**config.mk**
```make
export PLATFORM = sky130hd
export DESIGN_NAME = ypc_ctrl
export DESIGN_NICKNAME = d
export VERILOG_FILES = /design/src/rtl/ypc_ctrl.sv
export SDC_FILE = /design/constraint.sdc
export NUM_CORES = 1
export LEC_CHECK = 0
export ABC_AREA = 0
export CAP_MARGIN = 10
export CORE_MARGIN = 3
export CORE_UTILIZATION = 35
export CTS_CLUSTER_SIZE = 8
export DETAILED_ROUTE_END_ITERATION = 6
export RECOVER_POWER = 100
export SYNTH_ARGS = -nofsm -noshare
export SYNTH_HDL_FRONTEND = slang
export SYNTH_SLANG_ARGS = --single-unit
```
**constraint.sdc**
```tcl
create_clock -name clk -period 2.72 [get_ports clk]
set_clock_uncertainty 0.15 [all_clocks]
set_input_delay 0.408 -clock clk [delete_from_list [all_inputs] [get_ports clk]]
set_output_delay 0.408 -clock clk [all_outputs]
set_load 0.01 [all_outputs]
```
**src/rtl/ypc_ctrl.sv**
```systemverilog
// Instruction-sequencing controller for a single-issue core: fetch, decode, execute
// and writeback sequencing with sticky halt on ebreak, illegal opcode, fetch timeout or misaligned PC.
module ypc_ctrl #(
  parameter logic [31:0] RESET_PC    = 32'h8000_0000,
  parameter int unsigned MEM_TIMEOUT = 16
) (
  input  logic        clk,
  input  logic        rst,
  input  logic        run,
  output logic        imem_req,
  output logic [31:0] imem_addr,
  input  logic        imem_ready,
  input  logic [31:0] imem_rdata,
  output logic [31:0] inst,
  output logic        idu_en,
  output logic        exu_en,
  input  logic        exu_done,
  input  logic [31:0] next_pc,
  output logic        wb_en,
  output logic [31:0] pc,
  output logic        halt,
  output logic [2:0]  halt_cause,
  output logic [31:0] instret,
  output logic [2:0]  state_dbg
);

  // Handshakes: imem_req stays high until imem_ready is sampled high at a rising edge;
  // exu_en stays high until exu_done is sampled high. A transfer happens only on that edge.

  typedef enum logic [2:0] {
    S_IDLE   = 3'd0,
    S_FETCH  = 3'd1,
    S_DECODE = 3'd2,
    S_EXEC   = 3'd3,
    S_WB     = 3'd4,
    S_HALT   = 3'd5
  } state_e;

  localparam logic [31:0] EBREAK    = 32'h0010_0073;
  localparam logic [7:0]  TMO_LIMIT = 8'(MEM_TIMEOUT);

  localparam logic [2:0] CAUSE_EBREAK  = 3'd1;
  localparam logic [2:0] CAUSE_ILLEGAL = 3'd2;
  localparam logic [2:0] CAUSE_TIMEOUT = 3'd3;
  localparam logic [2:0] CAUSE_MISALGN = 3'd4;

  state_e      state_q;
  logic [31:0] pc_q;
  logic [31:0] inst_q;
  logic [31:0] npc_q;
  logic [31:0] instret_q;
  logic [2:0]  cause_q;
  logic [7:0]  tmo_q;
  logic [7:0]  tmo_d;
  logic        opc_legal;

  assign tmo_d = tmo_q + 8'd1;

  always_comb begin
    opc_legal = 1'b0;
    case (inst_q[6:0])
      7'b0010011, 7'b0110111, 7'b0010111, 7'b1101111, 7'b1100111,
      7'b0000011, 7'b0100011, 7'b0110011, 7'b1100011, 7'b1110011: opc_legal = 1'b1;
      default: opc_legal = 1'b0;
    endcase
  end

  always_ff @(posedge clk) begin
    if (rst) begin
      state_q   <= S_IDLE;
      pc_q      <= RESET_PC;
      inst_q    <= '0;
      npc_q     <= RESET_PC;
      instret_q <= '0;
      cause_q   <= '0;
      tmo_q     <= '0;
    end else begin
      case (state_q)
        S_IDLE: begin
          if (run) state_q <= S_FETCH;
        end
        S_FETCH: begin
          // A response arriving on the limit cycle still wins over the timeout.
          if (imem_ready) begin
            inst_q  <= imem_rdata;
            tmo_q   <= '0;
            state_q <= S_DECODE;
          end else if (tmo_d == TMO_LIMIT) begin
            tmo_q   <= tmo_d;
            cause_q <= CAUSE_TIMEOUT;
            state_q <= S_HALT;
          end else begin
            tmo_q <= tmo_d;
          end
        end
        S_DECODE: begin
          if (inst_q == EBREAK) begin
            cause_q <= CAUSE_EBREAK;
            state_q <= S_HALT;
          end else if (!opc_legal) begin
            cause_q <= CAUSE_ILLEGAL;
            state_q <= S_HALT;
          end else begin
            state_q <= S_EXEC;
          end
        end
        S_EXEC: begin
          if (exu_done) begin
            if (next_pc[1:0] != 2'b00) begin
              cause_q <= CAUSE_MISALGN;
              state_q <= S_HALT;
            end else begin
              npc_q   <= next_pc;
              state_q <= S_WB;
            end
          end
        end
        S_WB: begin
          pc_q      <= npc_q;
          instret_q <= instret_q + 32'd1;
          state_q   <= run ? S_FETCH : S_IDLE;
        end
        S_HALT: begin
          state_q <= S_HALT;
        end
        default: begin
          state_q <= S_IDLE;
        end
      endcase
    end
  end

  assign imem_req   = (state_q == S_FETCH);
  assign idu_en     = (state_q == S_DECODE);
  assign exu_en     = (state_q == S_EXEC);
  assign wb_en      = (state_q == S_WB);
  assign halt       = (state_q == S_HALT);
  assign halt_cause = cause_q;
  assign imem_addr  = pc_q;
  assign pc         = pc_q;
  assign inst       = inst_q;
  assign instret    = instret_q;
  assign state_dbg  = state_q;

endmodule

```
==> summary.txt <==
Cells and area
  • Fillers: 1596
  • Syn-to-layout area delta: 44.95%
  • Multi-input gate area: 2537 um^2
  • Commonest non-fill, non-tap cell in the layout: nand2_1
  • ANT cells: 0
  • Share of layout cells above drive strength 1: 0.05453
  • Nets: 975
  • Seq. cell area: 2843 um^2
  • Commonest non-fill, non-tap cells in the layout: 213 x nand2_1, 142 x dfxtp_1, 136 x dlygate4sd3_1

Global route
  • Overall Global Routing Usage: 0.1822
  • Met1 Usage GRT: 0.2359
  • Congestion Overflow GR: 0
  • Met2 Use GR: 0.2763
  • First-pass GRT wire length: 26750 um
  • Vias in the first global route: 5169
  • Largest net degree at the start of global routing: between 90 and 100
  • Met3 Track Usage GR: 0.07949
  • Initial antenna violation count: 2
  • Grt peak-use layer: met2

Setup path
  • Critical path launch point type: flip-flop
  • R2r setup slk: 0.30 ns
  • Slowest cell on the critical path: clkdlybuf4s50_1
  • Buf/Inv on CP: 3
  • Setup CP Type: flip-flop to primary output
  • R2R cell count: 6
  • Crit path cell chain: nand3b_4 > clkinv_2 > buf_4 > clkdlybuf4s50_1
  • FF-to-FF Start: state_dbg[2]$_SDFFE_PP0P_
  • Stages on worst setup path: 4
  • Slowest Stage Delay on Critical Path: 0.60 ns
  • R2r endpoint: instret[26]$_SDFFE_PP0P_
  • WP data arrival: 2.01 ns
  • Critical Path Source: state_dbg[2]$_SDFFE_PP0P_
  • Worst endpoint required time: about 2.2 ns
  • Family with the most delay on the worst path: buffers and inverters
  • Crit end category: primary output
  • CP max FO: 22

Floorplanning
  • Die X: 135.3 um
  • Io pins: 208
  • Site row count: 46
  • Die area: 18300 um^2
  • Die extent in y: 135.3 um
  • CORE AREA: 16120 um^2
  • Initial Utilization: 0.3629

Clock tree
  • Clk buf depth: 2
  • Htree depth: 4
  • Root Driver: clkbuf_16
  • Clock sinks: between 100 and 150
  • CTS tree: built
  • CTS buffer count: 17
  • Latest clock arrival within the worst-skew pair: 0.42 ns
  • Clock-pin slew of the registers on the worst-case setup and hold paths: 0.06 ns
  • Postcts setup bufs: 0

Hold path
  • Worst Hold Launch: rst
  • Hold path cells: 2
  • End point of the worst hold path: inst[9]$_SDFFE_PP0P_
  • Worst Hold Class: input pin to flip-flop

Logic synthesis
  • Seq/Total Area, Yosys: 0.4861
  • Synth unique cells: between 40 and 50
  • Synth warn: 0
  • Cell Area, Synth: 5848 um^2
  • Synth Instances: around 740
  • Syn Nets: approximately 800
  • Asr flop ratio synth: 0
  • EDFF count, synth: 0
  • Synthesis-stage register bit count: 142
  • Primary FF master, synth: dfxtp_1
  • Post-Syn Area per Cell: 7.924 um^2

STA
  • RSZ-0062 raised after global routing: no
  • Worst slew pin tran: 0.7624 ns
  • Tcrit/Tclk final: 0.9445
  • Final setup violation count: 0
  • Slew headroom: 0.4917
  • Fin. Hold Viols: 0
  • Slew Limit Fails: 0
  • Final period demand of the worst path: approximately 2.6 ns
  • Setup TNS: 0 ns
  • Max Fclk: 389.2 MHz

Pwr
  • Maximum vdd drop: around 460 uV
  • Comb pwr share: 0.082
  • Power per cell area: 597.4 nW/um^2
  • Sequential share of power: 0.425
  • Overall power: roughly 0.0051 W
  • Clock power frac: 0.493
  • Pint: 0.003868 W
  • Pleak: 3.340 nW
  • Net Sw Power: 0.001196 W
  • Sw Share: 0.2362

Drt
  • Wirelength per Cell: 14.80 um
  • Drt first pass iters: 4
  • # DRC: 0
  • Routed vias: 5449
  • Detailed Route WL: approximately 17000 um
  • ANT nets after route: 0
  • DRT iter0 DRCs: 260
  • Vias per inst: 4.809

Run status
  • Outcome: completed

Place
  • GPL Wtd Cong: 0.7732
  • Port bufs: 207
  • Dpl hpwl: 11660 um

Run
  • Maxcap violations: 0
sequential cells by signal, summed over array words and instances, names as in the netlist:
name	flops
imem_addr	32
inst	32
instret	32
npc_q	32
tmo_q	8
halt_cause	3
state_dbg	3
layout make-up:
| type | count | share of cell area |
|---|---|---|
| flip-flops and latches | 142 | 0.3354 |
| multi-input cells | 514 | 0.2993 |
| repair buffers | 220 | 0.2542 |
| clock buffers | 17 | 0.05018 |
| well taps | 216 | 0.03188 |
| clock inverters | 15 | 0.02480 |
| inverters | 9 | 0.004280 |
kinds of logic after synthesis:
group | Yosys count | share of synthesized area
and+or+nand+nor | 347 | 0.2683
buffers and inverters | 82 | 0.07638
adders and majority gates | 2 | 0.004278
xor gates and xnor gates | 26 | 0.03894
DFF | 142 | 0.4861
AOI/OAI and AO/OA | 139 | 0.1260
power groups by stage:
stage	Sequential [W]	Clock [W]	Combinational (W)
after floorplan	0.00221	0	0.000185
after global placement	0.00220	0	0.000439
after detailed placement	0.00220	0	0.000437
after CTS	0.00215	0.00255	0.000440
after global routing	0.00216	0.00265	0.000455
final	0.00215	0.00250	0.000414
metal layers:
metal	vias up	share of wire
met5	-	0.0016
met3	10	0.093
met1	2506	0.44
li1	2770	-
met2	159	0.46
met4	4	0.0047
Yosys cell counts (3+ instances only):
master	number	area, um^2
or3_1	9	56.30
clkbuf_1	36	135.1
nand2b_1	3	18.77
a31oi_1	3	18.77
nor4b_1	3	26.28
dfxtp_1	142	2843
nor2_1	48	180.2
and3_1	8	50.05
buf_4	32	240.2
xnor2_1	11	96.34
nand2_1	212	795.8
nand4_1	9	56.30
nor3b_1	3	22.52
nor3_1	7	35.03
xor2_1	15	131.4
inv_1	6	22.52
o21ai_0	17	85.08
a21oi_1	109	545.5
nand3_1	13	65.06
and4_1	5	43.79
and2_1	5	31.28
nor4_1	7	43.79
how the worst max path moves through the flow:
| stage | to | slack, ns |
|---|---|---|
| 6_report | wb_en | 0.15 |
| 3_5_place_dp | halt_cause[0]$_SDFFE_PP0P_ | 0.38 |
| 3_3_place_gp | halt_cause[0]$_SDFFE_PP0P_ | 0.40 |
| 4_1_cts | exu_en | 0.01 |
| 2_1_floorplan | halt_cause[0]$_SDFFE_PP0P_ | 0.53 |
| 5_1_grt | imem_req | 0.05 |
metrics by stage:
stage | setup slack (ns) | hold slack, ns | std cells | util | area [um^2]
after floorplan | 0.5327 | 0.2774 | 738 | - | 5848
after global placement | 0.3971 | 0.2892 | 1101 | 0.4894 | 7888
after detailed placement | 0.3844 | 0.2948 | 1101 | 0.4894 | 7888
after CTS | 0.01143 | 0.1802 | 1133 | 0.5289 | 8523
after global routing | 0.05311 | 0.1879 | 1133 | 0.5260 | 8477
final | 0.1509 | 0.1828 | 1133 | 0.5260 | 8477
repair_timing:
| item | in CTS | in global routing |
|---|---|---|
| hold buffers | 0 | 0 |
| setup endpoints to repair | 0 | 1 |
| gates resized for setup | 0 | 2 |
Power figures use the tool's default switching activity.
==> RTL edit, RTL diff (same settings) <==
Make the reset (`rst`) asynchronous in one clocked block.
--- a/src/rtl/ypc_ctrl.sv
+++ b/src/rtl/ypc_ctrl.sv
@@ -65,7 +65,7 @@
     endcase
   end
 
-  always_ff @(posedge clk) begin
+  always_ff @(posedge clk or posedge rst) begin
     if (rst) begin
       state_q   <= S_IDLE;
       pc_q      <= RESET_PC;
Formal check against the unedited RTL: differs if rst is asserted again (counterexample within 4 cycles, from zero or initial values and one cycle with rst high); with rst held inactive, the same outputs for 10 cycles.
==> RTL edit against the unedited design <==
Setup slack got worse by 8.9 ps; fmax fell by 0.34%; sequential cell count did not move; synthesized area rose by 5.2%; design area rose by 3.9%; hold slack improved by 150 ps; routed wire length fell by 15%.
Power is not compared: it rests on default switching activity, and its combinational part moved more than twofold at a synthesized area within 25%.
==> RTL edit: results <==
[global_route]
grtUsageTotal = 0.153
grt_start_max_net_pins = 47
antenna_found_initial = 1
grt_pass1_wl_um = 23700
grt_pass1_vias = 4498

[layout]
syn_to_final_growth_pct = 43.1
nNetsFinal = 729
fill_cells = 1433
drive_above_1_share = 0.204

[synthesis]
syn-num-nets = 541
ys_types = 47
synth.avg_cell_area_um2 = 13.1
ys_seq_area_frac = 0.578
synth.top_cells.by_count = "dfrtp_1, mux2_2, buf_4"
synth_area_leaders = "dfrtp_1, mux2_2, buf_4"
dominantRegCellSynth = "dfrtp_1"
synthArstFlopShare = 1.00

[route]
wl_um = 14300
vias = 4301
drt_iter0_markers = 132
wl_met3_um = 1250
wl_met2_um = 6840
met1_length_um = 6070
routed.top_layer = "met4"
avgRoutedWirePerCell_um = 16.1

[worst_setup_path]
max_stage_delay_ps = 540
r2r_slack_ps = 210
reg2reg_from = "inst[2]"
cp_max_fo = 14
r2r_end = "halt_cause[1]"

[hold_path]
hp-start = "instret[31]"
hp-class = "reg -> reg"
whs_endpoint = "instret[31]"
holdPathStages = 1

[placement]
portBuffers = 207
dp_hpwl_um = 10400
place_ws_ps = 375
dp.cells = 859
gp_congestion = 0.766

[floorplanning]
rows = 47

[run_status]
status = "completed"

[sta]
whs_ps = 330
timing.slew.headroom = 0.158
-- RTL edit: cell families after synthesis --
family          count (synthesis)  share of synthesized area
buf+inv                        56                     0.0561
compound gates                 27                     0.0276
fa+ha+maj                       2                    0.00407
flops                         142                      0.578
xor+xnor                       31                     0.0441
simple gates                  112                      0.108
mux                           100                      0.183
-- RTL edit: worst max path at each step --
stage,depth (start not counted),startpoint,to,slack (ps)
after floorplan,1,rst,halt_cause[0],390
after global placement,6,inst[2],halt_cause[1],450
after detailed placement,6,inst[2],halt_cause[1],370
after CTS,4,state_dbg[0],halt,40
after global routing,3,state_dbg[2],wb_en,20
final,4,state_dbg[0],halt,140
-- RTL edit: power by group --
group | internal (uW) | switching (uW)
clock | 1310 | 886
combinational | 1670 | 1150
sequential | 2860 | 637
-- RTL edit: per-stage QoR --
step           power, uW  cell area (um2)
4_1_cts             8970             8900
3_3_place_gp        6610             8330
2_1_floorplan       5110             6160
6_report            8510             8810
3_5_place_dp        6690             8330
5_1_grt             9060             8810
-- RTL edit: metal layers --
metal  vias up  global-route usage
li1       1999                   -
met1      2133               0.189
met2       155               0.246
met3        14              0.0603
met4         0              0.0546
met5         -                   0
-- RTL edit: layout make-up --
type / count / area share
diodes: 1 / 0.000284
multi-input cells: 272 / 0.254
clock buffers: 20 / 0.0518
clock inverters: 11 / 0.0124
inverters: 6 / 0.00270
well taps: 220 / 0.0312
repair buffers: 219 / 0.243
flip-flops and latches: 142 / 0.404
-- RTL edit: worst register-to-register path, cell delays in order (launching register included) --
cell and delay [ps]:
dfrtp_1 420, nor4b_1 350, nand4_1 190, nor4_4 360, nor3_2 100, a211oi_1 430, mux2_2 390
-- RTL edit: repair_timing --
action	CTS	global route
buffers inserted	0	0
hold buffers	0	0
gates resized for setup	0	1
endpoints found under the setup margin	0	3
